[src/rtl/seg_scan_decoder.sv]
// seg_scan_decoder: receive side of the four-digit multiplexed seven-segment
// display. Registers the scanned anode/segment bus, filters each slot for
// stability, decodes active-low segment patterns to BCD and republishes
// complete MM:SS frames with error reporting.
module seg_scan_decoder #(
   parameter int unsigned STABLE_CYCLES = 1
) (
   input  logic       clk,
   input  logic       reset,
   input  logic [3:0] anode,
   input  logic [6:0] segments,
   output logic [3:0] minutes_tens,
   output logic [3:0] minutes_units,
   output logic [3:0] seconds_tens,
   output logic [3:0] seconds_units,
   output logic       frame_valid,
   output logic       locked,
   output logic       anode_err,
   output logic       seq_err,
   output logic       seg_err
);

   localparam logic [3:0] STABLE = 4'(STABLE_CYCLES);

   typedef enum logic [1:0] {HUNT, GOT0, GOT1, GOT2} state_t;

   state_t      state_q, state_d;

   logic [3:0]  anode_q, anode_d;
   logic [6:0]  seg_q, seg_d;
   logic [3:0]  run_q, run_d;
   logic        hit_q, hit_d;
   logic        same;

   logic        bad_q, bad_d;
   logic [3:0]  su_p_q, su_p_d;
   logic [3:0]  st_p_q, st_p_d;
   logic [3:0]  mu_p_q, mu_p_d;
   logic [3:0]  mt_q, mt_d;
   logic [3:0]  mu_q, mu_d;
   logic [3:0]  st_q, st_d;
   logic [3:0]  su_q, su_d;
   logic        fv_q, fv_d;
   logic        lock_q, lock_d;
   logic        aerr_q, aerr_d;
   logic        qerr_q, qerr_d;
   logic        serr_q, serr_d;

   logic        blank, multi;
   logic        slot0, slot1, slot2, slot3;
   logic        dig_ok;
   logic [3:0]  dig;

   // Input capture and run counter; hit marks the single accepting capture of a run
   always_comb begin
      anode_d = anode;
      seg_d   = segments;
      same    = ({anode, segments} == {anode_q, seg_q}) && (run_q != '0);
      if (same) begin
         run_d = (run_q == STABLE) ? STABLE : run_q + 4'd1;
      end else begin
         run_d = 4'd1;
      end
      // a saturated run repeating itself must not accept again
      hit_d = (run_d == STABLE) && !(same && (run_q == STABLE));
   end

   // Input stage registers
   always_ff @(posedge clk or negedge reset) begin
      if (!reset) begin
         anode_q <= '1;
         seg_q   <= '1;
         run_q   <= '0;
         hit_q   <= 1'b0;
      end else begin
         anode_q <= anode_d;
         seg_q   <= seg_d;
         run_q   <= run_d;
         hit_q   <= hit_d;
      end
   end

   // Slot classification and segment decode of the accepted sample
   always_comb begin
      slot0  = 1'b0;
      slot1  = 1'b0;
      slot2  = 1'b0;
      slot3  = 1'b0;
      blank  = 1'b0;
      multi  = 1'b0;
      case (anode_q)
         4'b1110: slot0 = 1'b1;
         4'b1101: slot1 = 1'b1;
         4'b1011: slot2 = 1'b1;
         4'b0111: slot3 = 1'b1;
         4'b1111: blank = 1'b1;
         default: multi = 1'b1;
      endcase
      dig_ok = 1'b1;
      dig    = '0;
      case (seg_q)
         7'b1000000: dig = 4'd0;
         7'b1111001: dig = 4'd1;
         7'b0100100: dig = 4'd2;
         7'b0110000: dig = 4'd3;
         7'b0011001: dig = 4'd4;
         7'b0010010: dig = 4'd5;
         7'b0000010: dig = 4'd6;
         7'b1111000: dig = 4'd7;
         7'b0000000: dig = 4'd8;
         7'b0010000: dig = 4'd9;
         default:    dig_ok = 1'b0;
      endcase
   end

   // FSM state register
   always_ff @(posedge clk or negedge reset) begin
      if (!reset) begin
         state_q <= HUNT;
      end else begin
         state_q <= state_d;
      end
   end

   // FSM next-state: advance on the expected slot, restart on 1110, else hunt
   always_comb begin
      state_d = state_q;
      if (hit_q && !blank) begin
         if (multi) begin
            state_d = HUNT;
         end else begin
            case (state_q)
               HUNT: if (slot0) state_d = GOT0;
               GOT0: state_d = slot1 ? GOT1 : (slot0 ? GOT0 : HUNT);
               GOT1: state_d = slot2 ? GOT2 : (slot0 ? GOT0 : HUNT);
               GOT2: state_d = slot3 ? HUNT : (slot0 ? GOT0 : HUNT);
               default: state_d = HUNT;
            endcase
         end
      end
   end

   // FSM outputs: partial digits, bad-frame flag, publication and error pulses
   always_comb begin
      bad_d  = bad_q;
      su_p_d = su_p_q;
      st_p_d = st_p_q;
      mu_p_d = mu_p_q;
      mt_d   = mt_q;
      mu_d   = mu_q;
      st_d   = st_q;
      su_d   = su_q;
      fv_d   = 1'b0;
      lock_d = lock_q;
      aerr_d = 1'b0;
      qerr_d = 1'b0;
      serr_d = 1'b0;
      if (hit_q && !blank) begin
         if (multi) begin
            aerr_d = 1'b1;
            lock_d = 1'b0;
         end else begin
            serr_d = !dig_ok;
            if (state_q == HUNT) begin
               if (slot0) begin
                  su_p_d = dig;
                  bad_d  = !dig_ok;
               end
            end else if ((state_q == GOT0 && slot1) || (state_q == GOT1 && slot2)) begin
               if (slot1) st_p_d = dig;
               if (slot2) mu_p_d = dig;
               bad_d = bad_q || !dig_ok;
            end else if (state_q == GOT2 && slot3) begin
               if (bad_q || !dig_ok) begin
                  lock_d = 1'b0;
               end else begin
                  mt_d   = dig;
                  mu_d   = mu_p_q;
                  st_d   = st_p_q;
                  su_d   = su_p_q;
                  fv_d   = 1'b1;
                  lock_d = 1'b1;
               end
            end else begin
               qerr_d = 1'b1;
               if (slot0) begin
                  su_p_d = dig;
                  bad_d  = !dig_ok;
               end
            end
            if (qerr_d || serr_d) lock_d = 1'b0;
         end
      end
   end

   // Datapath and status registers
   always_ff @(posedge clk or negedge reset) begin
      if (!reset) begin
         bad_q  <= 1'b0;
         su_p_q <= '0;
         st_p_q <= '0;
         mu_p_q <= '0;
         mt_q   <= '0;
         mu_q   <= '0;
         st_q   <= '0;
         su_q   <= '0;
         fv_q   <= 1'b0;
         lock_q <= 1'b0;
         aerr_q <= 1'b0;
         qerr_q <= 1'b0;
         serr_q <= 1'b0;
      end else begin
         bad_q  <= bad_d;
         su_p_q <= su_p_d;
         st_p_q <= st_p_d;
         mu_p_q <= mu_p_d;
         mt_q   <= mt_d;
         mu_q   <= mu_d;
         st_q   <= st_d;
         su_q   <= su_d;
         fv_q   <= fv_d;
         lock_q <= lock_d;
         aerr_q <= aerr_d;
         qerr_q <= qerr_d;
         serr_q <= serr_d;
      end
   end

   assign minutes_tens  = mt_q;
   assign minutes_units = mu_q;
   assign seconds_tens  = st_q;
   assign seconds_units = su_q;
   assign frame_valid   = fv_q;
   assign locked        = lock_q;
   assign anode_err     = aerr_q;
   assign seq_err       = qerr_q;
   assign seg_err       = serr_q;

endmodule
[config.mk]
export PLATFORM = sky130hd
export DESIGN_NAME = seg_scan_decoder
export DESIGN_NICKNAME = d
export VERILOG_FILES = /design/src/rtl/seg_scan_decoder.sv
export SDC_FILE = /design/constraint.sdc
export NUM_CORES = 1
export LEC_CHECK = 0
export BUFFER_PORTS_ARGS = -buffer_cell sky130_fd_sc_hd__clkbuf_2
export CORE_MARGIN = 3
export CORE_UTILIZATION = 35
export DETAILED_ROUTE_END_ITERATION = 16
export PLACE_DENSITY = 0.62
export REMOVE_ABC_BUFFERS = 1
export SETUP_SLACK_MARGIN = 0.05
export SLEW_MARGIN = 0
export SYNTH_ARGS = -nofsm -noshare
export SYNTH_HDL_FRONTEND = slang
export SYNTH_SLANG_ARGS = --single-unit
export TNS_END_PERCENT = 100
[constraint.sdc]
create_clock -name clk -period 3.8 [get_ports clk]
set_input_delay 1.14 -clock clk [delete_from_list [all_inputs] [get_ports clk]]
set_output_delay 1.14 -clock clk [all_outputs]
set_load 0.05 [all_outputs]
==> results.json <==
{
  "result_of_the_run": "complete, no violations",
  "report.power.total_uw": 986,
  "post_layout_nonfiller_instances": 306,
  "gr-total-overflow": 0,
  "timing.max_cap.violations": 0,
  "dr.pass1.iters": 4,
  "dr_total_vias": 1586,
  "timing.fmax_ghz": 0.419,
  "setup.worst_path.start": "seg_q[2]",
  "clock_latency_ns": 0.31,
  "timing.critical_path.fanout_max": 16,
  "grt_pass1_wl_um": 7590,
  "dieArea_um2": 7960,
  "detailroute.wirelength.met2_um": 2170,
  "mappedNetlistArea_um2": 2420,
  "timing.final.hold_violations": 0,
  "start_point_of_the_worst_min_delay_path": "su_p_q[0]",
  "cts_max_level": 2,
  "cp.arrival_ns": 2.59,
  "n_fill_cell": 636,
  "postSynthRegisterBits": 52,
  "multi_input_comb_area_um2": 1040,
  "rsz_0062_raised_after_global_routing": "false",
  "routed_wire_length_per_instance_um": 14.7,
  "drt-vias-per-instance": 5.18,
  "clk_path_buf_depth": 2,
  "ff_latch_area_um2": 1320,
  "die_h_um": 89.2,
  "worst_path_largest_cell_delay_ns": 0.60,
  "totalNegativeSetupSlack_ns": 0,
  "cellPowerDensity_nw_per_um2": 361,
  "ioPinCount": 34,
  "cts.sink_count": 52,
  "period_share": 0.629,
  "timing.critical_path.slowest_stage_cell": "sky130_fd_sc_hd__dfstp_2",
  "worst_slew_margin_rel": 0.291,
  "irDropWorstVdd_uv": 200,
  "mostFrequentLayoutCell": "sky130_fd_sc_hd__dfrtp_1",
  "wirelength_met1_um": 2040,
  "timing.final.setup_violations": 0,
  "ant_nets": 0,
  "number_of_buffer_and_inverter_instances_along_the_worst_setup_path": 0,
  "worst_tran_pin_value_ns": 1.06,
  "clock_skew_ns": 0.00998,
  "holdBufCountCts": 0,
  "start_util": 0.371,
  "routed_wl_met3_um": 169,
  "synthesis.yosys.warnings": 0,
  "wirelength_um": 4490,
  "vias_in_the_first_global_route": 1510,
  "postCtsSetupRepairBufs": 0,
  "power_leakage_nw": 1.32,
  "die_w_um": 89.2,
  "route.top_layer_used": "met4",
  "grt.total_usage": 0.127,
  "fin_crit_ns": 2.39,
  "num-nets-final": 241,
  "post-route-drc-count": 0,
  "cp-start-kind": "flip-flop",
  "floorplan.core_area_um2": 6530,
  "final_core_utilization": 0.419,
  "cp_cell_sequence": "nand2b_1 -> nor4_1 -> a211o_2 -> o21ai_4 -> mux2_2",
  "report.final.slew_viol_count": 0,
  "dp_hpwl_um": 3330,
  "required_ns": 4.00,
  "ys_types": 51,
  "synth.yosys.seq_area_share": 0.543,
  "num_antenna_cells": 0,
  "cts_tree": "yes",
  "rr_startpoint": "seg_q[2]",
  "worst_hold_slack_ns": 0.486,
  "number_of_flops_mapped_to_enable_cells_by_yosys": 0,
  "critical_path.top_delay_family": "compound AO/OA/AOI/OAI gates",
  "top_flip_flop_cell_by_instance_count_after_synthesis": "sky130_fd_sc_hd__dfrtp_1",
  "detailedRoute.firstIterationViolations": 69,
  "drive_gt1_frac": 0.380,
  "mapped_cells": 195,
  "timing_worst_setup_path_type": "reg2reg",
  "critical_path.endpoint_type": "flip-flop",
  "antenna_violations_before_repair": 0,
  "path_clk_slew_ns": 0.09,
  "cts_resized": 0,
  "postSynth.asyncResetShare": 1.00,
  "dp.cells": 298,
  "portBuffers": 33,
  "root_cell_of_the_clock_tree": "sky130_fd_sc_hd__clkbuf_8",
  "area_delta_synth_final_pct": 12.9,
  "top_library_cells_by_usage_in_the_layout_fill_and_taps_aside": "sky130_fd_sc_hd__dfrtp_1 (41), sky130_fd_sc_hd__clkbuf_2 (33), sky130_fd_sc_hd__mux2_2 (18)",
  "cts_buffers": 5,
  "floorplan.rows": 29,
  "synth.avg_cell_area_um2": 12.4,
  "min_path_type": "reg2reg",
  "gp_congestion": 0.878,
  "grt_start_max_net_pins": 44
}
[cells by family after synthesis]
kind of cell	count (synthesis)	share of synthesized area
buf+inv	12	0.0294
flops	52	0.543
fa+ha+maj	1	0.00413
simple gates	59	0.140
mux	27	0.139
compound gates	30	0.0940
xor+xnor	14	0.0506
[registers in the layout (all words and copies together) (netlist names), 2 cells and up]
signal         count
anode_q            4
su_p_q             4
minutes_units      4
seconds_tens       4
seconds_units      4
seg_q              7
state_q            2
minutes_tens       4
mu_p_q             4
st_p_q             4
run_q              4
[path summary, 6_finish.rpt]
check	to	cells after the start	slack, ns
setup / recovery	seconds_units[3]	5	1.41
hold / removal	su_p_q[0]	2	0.49
setup reg to reg	seconds_units[3]	5	1.41
hold reg to reg	su_p_q[0]	2	0.49
max in group asynchronous	seg_q[5]	2	2.01
min in group asynchronous	frame_valid	1	1.00
[synth_stat cells, types with 3 or more instances]
cell                       number  area (µm²)
sky130_fd_sc_hd__a21oi_1        5        25.0
sky130_fd_sc_hd__buf_2          3        15.0
sky130_fd_sc_hd__buf_6          3        33.8
sky130_fd_sc_hd__clkbuf_1       3        11.3
sky130_fd_sc_hd__dfrtp_1       41        1030
sky130_fd_sc_hd__dfstp_2       11         289
sky130_fd_sc_hd__inv_1          3        11.3
sky130_fd_sc_hd__mux2_2        18         203
sky130_fd_sc_hd__mux2_4         9         135
sky130_fd_sc_hd__nand2_1       10        37.5
sky130_fd_sc_hd__nand2b_1       6        37.5
sky130_fd_sc_hd__nand3_1        3        15.0
sky130_fd_sc_hd__nor2_1        11        41.3
sky130_fd_sc_hd__nor3_1         5        25.0
sky130_fd_sc_hd__nor4_1         7        43.8
sky130_fd_sc_hd__o21ai_0        5        25.0
sky130_fd_sc_hd__xor2_1        13         114
[tightest hold or removal path: stages, from the launching register on]
cell and delay, ns:
sky130_fd_sc_hd__dfrtp_1 0.35, sky130_fd_sc_hd__nand2_1 0.05, sky130_fd_sc_hd__o31ai_1 0.05
[where the power goes]
part           leakage (nW)  switching, mW  internal [mW]  total, mW
clock                0.0487          0.189          0.134      0.323
combinational         0.604         0.0448         0.0289     0.0737
sequential            0.669         0.0177          0.572      0.590
total                  1.32          0.251          0.735      0.986
[layout make-up]
| type | count | share of cell area |
|---|---|---|
| clock inverters | 3 | 0.00961 |
| repair buffers | 35 | 0.0659 |
| clock buffers | 5 | 0.0252 |
| inverters | 3 | 0.00412 |
| multi-input cells | 131 | 0.379 |
| well taps | 77 | 0.0352 |
| flip-flops and latches | 52 | 0.481 |
[stage by stage]
step | instance area, µm² | setup slack, ns
floorplan | 2360 | 1.65
global placement | 2640 | 1.41
detailed placement | 2640 | 1.39
CTS | 2740 | 1.40
global route | 2740 | 1.26
finish | 2740 | 1.41
[metal layers]
| metal | global-route usage | vias to the layer above |
|---|---|---|
| li1 | - | 769 |
| met5 | 0 | - |
| met3 | 0.0304 | 6 |
| met2 | 0.192 | 32 |
| met4 | 0.0568 | 0 |
| met1 | 0.173 | 779 |
No activity file was read; power rests on OpenSTA's default activity.
